## config.mk

```make
export PLATFORM = sky130hd
export DESIGN_NAME = rom_step_sequencer
export DESIGN_NICKNAME = d
export VERILOG_FILES = /design/src/rtl/rom_step_sequencer.sv
export SDC_FILE = /design/constraint.sdc
export NUM_CORES = 1
export LEC_CHECK = 0
export CAP_MARGIN = 0
export CORE_MARGIN = 2
export CORE_UTILIZATION = 49
export CTS_CLUSTER_SIZE = 12
export DETAILED_ROUTE_END_ITERATION = 10
export GPL_ROUTABILITY_DRIVEN = 1
export GPL_TIMING_DRIVEN = 0
export PLACE_DENSITY = 0.86
export SLEW_MARGIN = 20
export SYNTH_ARGS = -nofsm -noshare
export SYNTH_HDL_FRONTEND = slang
export SYNTH_SLANG_ARGS = --single-unit
```

## constraint.sdc

```tcl
create_clock -name clk -period 2 [get_ports clk]
set_input_delay 0.5 -clock clk [delete_from_list [all_inputs] [get_ports clk]]
set_output_delay 0.5 -clock clk [all_outputs]
set_load 0.02 [all_outputs]
```

## src/rtl/rom_step_sequencer.sv

```systemverilog
// rom_step_sequencer
// Generates addresses for the 32-entry pump-pattern ROM and steps through the
// stored sequence at a programmable rate. Each ROM byte is registered onto the
// pump output bus and held there for STEP_CYCLES clock cycles.
//
// Optional build macro: ROM_EOS_EN
//   When defined, a ROM byte of 8'hFF seen in FETCH is an end-of-sequence
//   marker. It wraps to address 0 if loop is set and stops otherwise.
//   When undefined, 8'hFF is an ordinary pattern byte.
//
// Parameters:
//   STEP_CYCLES  clock cycles each pattern byte is held (>= 2)
//   SEQ_LEN      number of ROM entries played, addresses 0..SEQ_LEN-1 (1..256)
//
// Ports:
//   clk          system clock, rising edge
//   rstn         asynchronous active-low reset
//   start        level start request, honoured in IDLE or DONE
//   stop         abort request, honoured in every state (highest priority)
//   loop         1 = wrap to address 0 after the last entry, 0 = one-shot
//   rom_addr     ROM address (registered)
//   rom_data     ROM data, valid one rising edge after rom_addr changes
//   pump_out     registered pattern byte to the pump drivers
//   step_strobe  one-cycle pulse in the cycle pump_out takes a new value
//   busy         high in FETCH and HOLD
//   done         high in DONE
module rom_step_sequencer #(
  parameter int unsigned STEP_CYCLES = 1200000,
  parameter int unsigned SEQ_LEN     = 32
) (
  input  logic       clk,
  input  logic       rstn,
  input  logic       start,
  input  logic       stop,
  input  logic       loop,
  output logic [7:0] rom_addr,
  input  logic [7:0] rom_data,
  output logic [7:0] pump_out,
  output logic       step_strobe,
  output logic       busy,
  output logic       done
);

  localparam int unsigned     ADDR_W    = 8;
  localparam int unsigned     DATA_W    = 8;
  localparam int unsigned     CNT_W     = $clog2(STEP_CYCLES);
  localparam logic [CNT_W-1:0]  CNT_LAST  = CNT_W'(STEP_CYCLES - 2);
  localparam logic [ADDR_W-1:0] ADDR_LAST = ADDR_W'(SEQ_LEN - 1);

  typedef enum logic [1:0] {
    S_IDLE  = 2'd0,
    S_FETCH = 2'd1,
    S_HOLD  = 2'd2,
    S_DONE  = 2'd3
  } state_e;

  state_e              state_q, state_d;
  logic [ADDR_W-1:0]   addr_q,  addr_d;
  logic [DATA_W-1:0]   pump_q,  pump_d;
  logic [CNT_W-1:0]    cnt_q,   cnt_d;
  logic                strobe_q, strobe_d;
  logic                busy_q,   busy_d;
  logic                done_q,   done_d;

  // State and output registers
  always_ff @(posedge clk or negedge rstn) begin
    if (!rstn) begin
      state_q  <= S_IDLE;
      addr_q   <= '0;
      pump_q   <= '0;
      cnt_q    <= '0;
      strobe_q <= 1'b0;
      busy_q   <= 1'b0;
      done_q   <= 1'b0;
    end else begin
      state_q  <= state_d;
      addr_q   <= addr_d;
      pump_q   <= pump_d;
      cnt_q    <= cnt_d;
      strobe_q <= strobe_d;
      busy_q   <= busy_d;
      done_q   <= done_d;
    end
  end

  // Next-state and next-output logic
  always_comb begin
    state_d  = state_q;
    addr_d   = addr_q;
    pump_d   = pump_q;
    cnt_d    = cnt_q;
    strobe_d = 1'b0;

    if (stop) begin
      state_d = S_IDLE;
      addr_d  = '0;
      pump_d  = '0;
      cnt_d   = '0;
    end else begin
      unique case (state_q)
        S_IDLE, S_DONE: begin
          if (start) begin
            addr_d  = '0;
            state_d = S_FETCH;
          end
        end

        // rom_data now reflects the address set on the previous edge
        S_FETCH: begin
`ifdef ROM_EOS_EN
          if (rom_data == 8'hFF) begin
            // End marker: no output update; wrap costs one extra FETCH cycle
            if (loop) begin
              addr_d = '0;
            end else begin
              state_d = S_DONE;
            end
          end else begin
            pump_d   = rom_data;
            strobe_d = 1'b1;
            cnt_d    = '0;
            state_d  = S_HOLD;
          end
`else
          pump_d   = rom_data;
          strobe_d = 1'b1;
          cnt_d    = '0;
          state_d  = S_HOLD;
`endif
        end

        // HOLD lasts STEP_CYCLES-1 cycles so that with FETCH a step is STEP_CYCLES
        S_HOLD: begin
          if (cnt_q == CNT_LAST) begin
            if (addr_q < ADDR_LAST) begin
              addr_d  = addr_q + ADDR_W'(1);
              state_d = S_FETCH;
            end else if (loop) begin
              addr_d  = '0;
              state_d = S_FETCH;
            end else begin
              state_d = S_DONE;
            end
          end else begin
            cnt_d = cnt_q + CNT_W'(1);
          end
        end

        default: begin
          state_d = S_IDLE;
        end
      endcase
    end

    busy_d = (state_d == S_FETCH) || (state_d == S_HOLD);
    done_d = (state_d == S_DONE);
  end

  assign rom_addr    = addr_q;
  assign pump_out    = pump_q;
  assign step_strobe = strobe_q;
  assign busy        = busy_q;
  assign done        = done_q;

endmodule

```

### Word level (Yosys, flattened, before mapping)

Index checks and enable logic that the tools add are counted.

* register bits after elaboration: 42
* input bits: 13
* output and inout bits: 19
* word-level logic and storage cells: 48

* add/sub/neg operators: 2
* magnitude comparators: 1
* eq/ne operators: 11
* muxes and demuxes: 19
* reductions and logical operators: 8

Operator list (number)
* two-way mux 8 bit: 7
* two-way mux 21 bit: 2
* one-hot mux 21 bit (2 select lines): 1
* adder 21 x 1 -> 21 bit, second input constant: 1
* == test 21 bit, second input constant: 1
* one-hot mux 8 bit (2 select lines): 1
* two-way mux 2 bit: 5
* inequality test 3 bit, second input constant: 3
* adder 8 x 1 -> 8 bit, second input constant: 1
* == test 2 bit, second input constant: 4
* < comparator 8 x 5 -> 1 bit, second input constant: 1
* one-hot mux 2 bit (3 select lines): 1
* nonzero test 3 bit: 2
* == test 2 x 1 -> 1 bit, second input constant: 2
* inequality test 4 bit, second input constant: 1
* AND reduction 4 bit: 1
* logical NOT 2 bit: 1
* two-way mux 1 bit: 2
* AND reduction 2 bit: 1
* nonzero test 2 bit: 1
* OR reduction 2 bit: 1
* logical OR 1 bit: 1

### Depth between registers and ports, before layout

* depth in word-level cells: 7
* depth in mapped cells: 8
* gate-level depth less buffers: 8

### Worst setup path before layout

OpenSTA, ideal clock, no wires.

* path type: register to register
* from: reg cnt_q[0]
* to: reg busy_q, in the netlist busy
* library setup time: 126 ps
* data arrival time: 1831 ps
* data required time: 1874 ps
* path slack: 43 ps
* cell stages (with the launch flop): 9
* path buffers: 0
* clock period less this slack: 1957 ps
* cell sequence: dfrtp_1 -> inv_1 -> ha_1 -> and4b_1 -> nand4_4 -> nor2_8 -> mux2i_1 -> o311a_1 -> ha_1

* cells in the longest elaborated chain, start to end: 6

Ends and longest elaborated chain
* start, declared: RTL line 60 `logic [CNT_W-1:0] cnt_q, cnt_d;`
* start signal, assigned: RTL line 79 `cnt_q <= cnt_d;`
* == test 21 bit *: RTL line 134 `if (cnt_q == CNT_LAST) begin`
* two-way mux 2 bit *: RTL line 134
* one-hot mux 2 bit (3 select lines) *: RTL line 100 `unique case (state_q)`
* two-way mux 2 bit *: RTL line 94 `if (stop) begin`
* named net state_d[1]: RTL line 57 `state_e state_q, state_d;`
* == test 2 x 1 -> 1 bit / == test 2 bit (equally long branches): RTL line 155 `busy_d = (state_d == S_FETCH) || (state_d == S_HOLD);`
* logical OR 1 bit *: RTL line 155
* named net busy_d: RTL line 62 `logic busy_q, busy_d;`
* end signal, assigned: RTL line 81 `busy_q <= busy_d;`
* end, declared: RTL line 62

Mark *: on every way through the listed nets, which the timed path passes. The rest lies on a longest branch.
A chain may end at the register's enable or synchronous reset.

### Final worst setup path

Same ends and word-level chain as after synthesis.

==> impl_metrics.env <==
export IMPL_multi_input_area_mm2=0.00109
export IMPL_fillCellCount=354
export IMPL_post_route_period_util=1.00
export IMPL_whs_ns=0.165
export IMPL_gp_congestion=0.782
export IMPL_cts_tree="built"
export IMPL_cp_common_cell="ha_1"
export IMPL_cp_arrival_ns=2.19
export IMPL_hold_violations=0
export IMPL_routed_wl_mm=4.68
export IMPL_rows=24
export IMPL_worstMarginPinSlew_ns=0.513
export IMPL_syn_inst=214
export IMPL_worstSetupPathType="reg2reg"
export IMPL_wl_per_cell_um=15.0
export IMPL_fin_ws_ns=-0.00101
export IMPL_initial_core_util=0.507
export IMPL_internal_power_uw=1540
export IMPL_max_freq_mhz=500
export IMPL_p_comb_frac=0.338
export IMPL_die_area_mm2=0.00502
export IMPL_power_density_mw_per_mm2=848
export IMPL_ant_nets=0
export IMPL_timing_hold_worst_class="in2async"
export IMPL_pin_count=32
export IMPL_critPathSlowestCell="dfrtp_1"
export IMPL_path_buf_inv=1
export IMPL_cts_clk_slew_worst_paths_ns=0.08
export IMPL_synth_edf_count=0
export IMPL_drt_iter0_markers=101
export IMPL_p_leak_uw=0.00117
export IMPL_insertedDiodeCount=0
export IMPL_dpl_worst_slack_ns=-0.253
export IMPL_cp_top_family="simple AND/OR/NAND/NOR gates"
export IMPL_fp_dieH_um=70.9
export IMPL_yosysSeqAreaShare=0.480
export IMPL_dr_total_vias=1785
export IMPL_clock_skew_ns=0.0101
export IMPL_track_usage=0.194
export IMPL_max_clock_path_buffers=2
export IMPL_synthFlopType="dfrtp_1"
export IMPL_yosysWarnings=0
export IMPL_grt_pass1_wl_mm=7.84
export IMPL_grt_max_degree=23
export IMPL_worstPathRequired_ns=2.19
export IMPL_cp_slowest_stage_delay_ns=0.40
export IMPL_drc=0
export IMPL_register_area_mm2=0.00105
export IMPL_mappedNetlistArea_mm2=0.00219
export IMPL_final_nets=278
export IMPL_portBuffers=31
export IMPL_htreeDepth=2
export IMPL_ys_ff_latch=42
export IMPL_async_flop_share=1.00
export IMPL_cts_buffers=5
export IMPL_violations="negative setup slack"
export IMPL_swShare=0.338
export IMPL_cts_sinks=42
export IMPL_grt_antenna_before_repair=0
export IMPL_slew_violations=0
export IMPL_syn_avg_cell_area_um2=10.2
export IMPL_synthDistinctLibCells=42
export IMPL_endpoint_kind="flop"
export IMPL_min_period_ns=2.00
export IMPL_setup_tns_final_ns=-0.00101
export IMPL_hpwl_mm=3.21
export IMPL_grt_overflow_total=0
export IMPL_path_cells="inv_2 > ha_1 > and4b_1 > nand4_4 > nor2_8 > mux2i_1 > o311a_1 > ha_1"
export IMPL_die_width_um=70.9
export IMPL_syn_nets=233
export IMPL_maxCapViolations=0
export IMPL_rsz0062_at_grt="yes"
export IMPL_crit_fanout=4
export IMPL_relSlewSlack=0.658
export IMPL_grt_pass1_vias=1727
export IMPL_clockRootBuffer="clkbuf_8"
export IMPL_status="finished, violations left"
export IMPL_pwr_share_clk=0.247
export IMPL_cp_start_kind="flop"
export IMPL_netSwitchingPower_uw=788
export IMPL_drive_gt1_frac=0.131
export IMPL_coreArea_mm2=0.00432
export IMPL_vdd_ir_drop_max_mv=0.649
export IMPL_seq_power_share=0.415
export IMPL_clk_latency_ns=0.30
export IMPL_area_growth_pct=25.4
export IMPL_finalSetupViolations=1
export IMPL_first_pass_iters=4
export IMPL_vias_per_cell=5.72
==> placed cells by master (no fill, tap or decap), types with 2 or more instances in the layout <==
cell / instances
and4_1: 2
clkbuf_8: 6
dfrtp_1: 42
buf_4: 6
xor2_1: 5
nand4_4: 2
nor2_1: 25
clkdlybuf4s50_1: 30
and2_1: 3
nand2_1: 14
nor3_1: 3
nand3_1: 5
clkbuf_1: 2
nor4_2: 2
xnor2_1: 7
o21ai_0: 6
ha_1: 5
inv_1: 10
o21ai_1: 7
buf_2: 5
and3_1: 2
mux2i_1: 13
a31oi_1: 4
or3_1: 8
a21oi_1: 9
nand4_1: 10
a41oi_1: 2
==> synth_stat cells (4+ instances only) <==
cell type  instances  area, µm²
or3_1              8       50.1
dfrtp_1           42       1050
inv_1             11       41.3
ha_1               6       75.1
nand3_1            5       25.0
xnor2_1            7       61.3
a31oi_1            4       25.0
o21ai_1            7       35.0
mux2i_1           13        130
nand4_1           10       62.6
o21ai_0            7       35.0
nand2_1           15       56.3
nor2_1            26       97.6
buf_2              4       20.0
xor2_1             5       43.8
a21oi_1            9       45.0
==> routing by layer <==
layer	wire length (µm)	vias to the layer above	track usage	part of all wire
li1	-	862	-	-
met1	1940	866	0.247	0.41
met2	2430	49	0.327	0.52
met3	211	8	0.0427	0.045
met4	102	0	0.0692	0.022
met5	0	-	0	0
==> sequential cells by signal, summed over array words and instances, names as in the netlist <==
register / cells
busy: 1
cnt_q: 21
done: 1
pump_out: 8
rom_addr: 8
state_q: 2
step_strobe: 1
==> power groups by stage <==
stage / Sequential, µW / Clock (µW) / Combinational (µW)
after global routing: 976 / 617 / 863
after global placement: 984 / 0 / 677
final: 967 / 576 / 787
after CTS: 968 / 594 / 721
after floorplan: 1040 / 0 / 401
after detailed placement: 988 / 0 / 695
==> metrics by stage <==
| stage | cells | util | instance area (µm²) | total power (µW) |
|---|---|---|---|---|
| CTS | 308 | 0.625 | 2700 | 2280 |
| finish | 312 | 0.635 | 2750 | 2330 |
| detailed placement | 298 | 0.599 | 2590 | 1680 |
| global placement | 297 | 0.593 | 2570 | 1660 |
| global route | 312 | 0.635 | 2750 | 2460 |
| floorplan | 214 | - | 2190 | 1440 |
==> logic make-up (layout without fill, tap and decap cells) <==
group / after synthesis / count (layout) / share of synthesized area
flops: 42 / 42 / 0.480
buf+inv: 16 / 62 / 0.0297
fa+ha+maj: 6 / 6 / 0.0343
compound gates: 37 / 37 / 0.109
xor+xnor: 12 / 12 / 0.0480
simple gates: 87 / 87 / 0.235
mux: 14 / 14 / 0.0645
==> final cells by class <==
cell class,instances,area share
Multi-Input combinational cell,156,0.398
Sequential cell,42,0.383
Timing Repair Buffer,38,0.138
Clock buffer,7,0.0314
Tap cell,52,0.0237
Inverter,11,0.0150
Buffer,5,0.00865
Clock inverter,1,0.00319
==> worst paths after layout <==
kind	start	to	slack (ns)	depth (start not counted)
worst min register to register	rom_addr[6]	rom_addr[6]	0.52	1
min in group clk	rom_addr[6]	rom_addr[6]	0.52	1
worst max-delay path	cnt_q[0]	busy	-0.001	8
worst min-delay path	rstn	cnt_q[15]	0.16	1
worst max register to register	cnt_q[0]	busy	-0.001	8
max in group asynchronous	rstn	pump_out[6]	1.35	2
==> timing repair <==
action	4_1_cts	5_1_grt
buffers inserted	2	4
pin swaps	2	5
cloned	0	0
hold buffers	0	0
endpoints found under the setup margin	12	21
gates resized for setup	2	5
No activity file was read; power rests on OpenSTA's default activity.
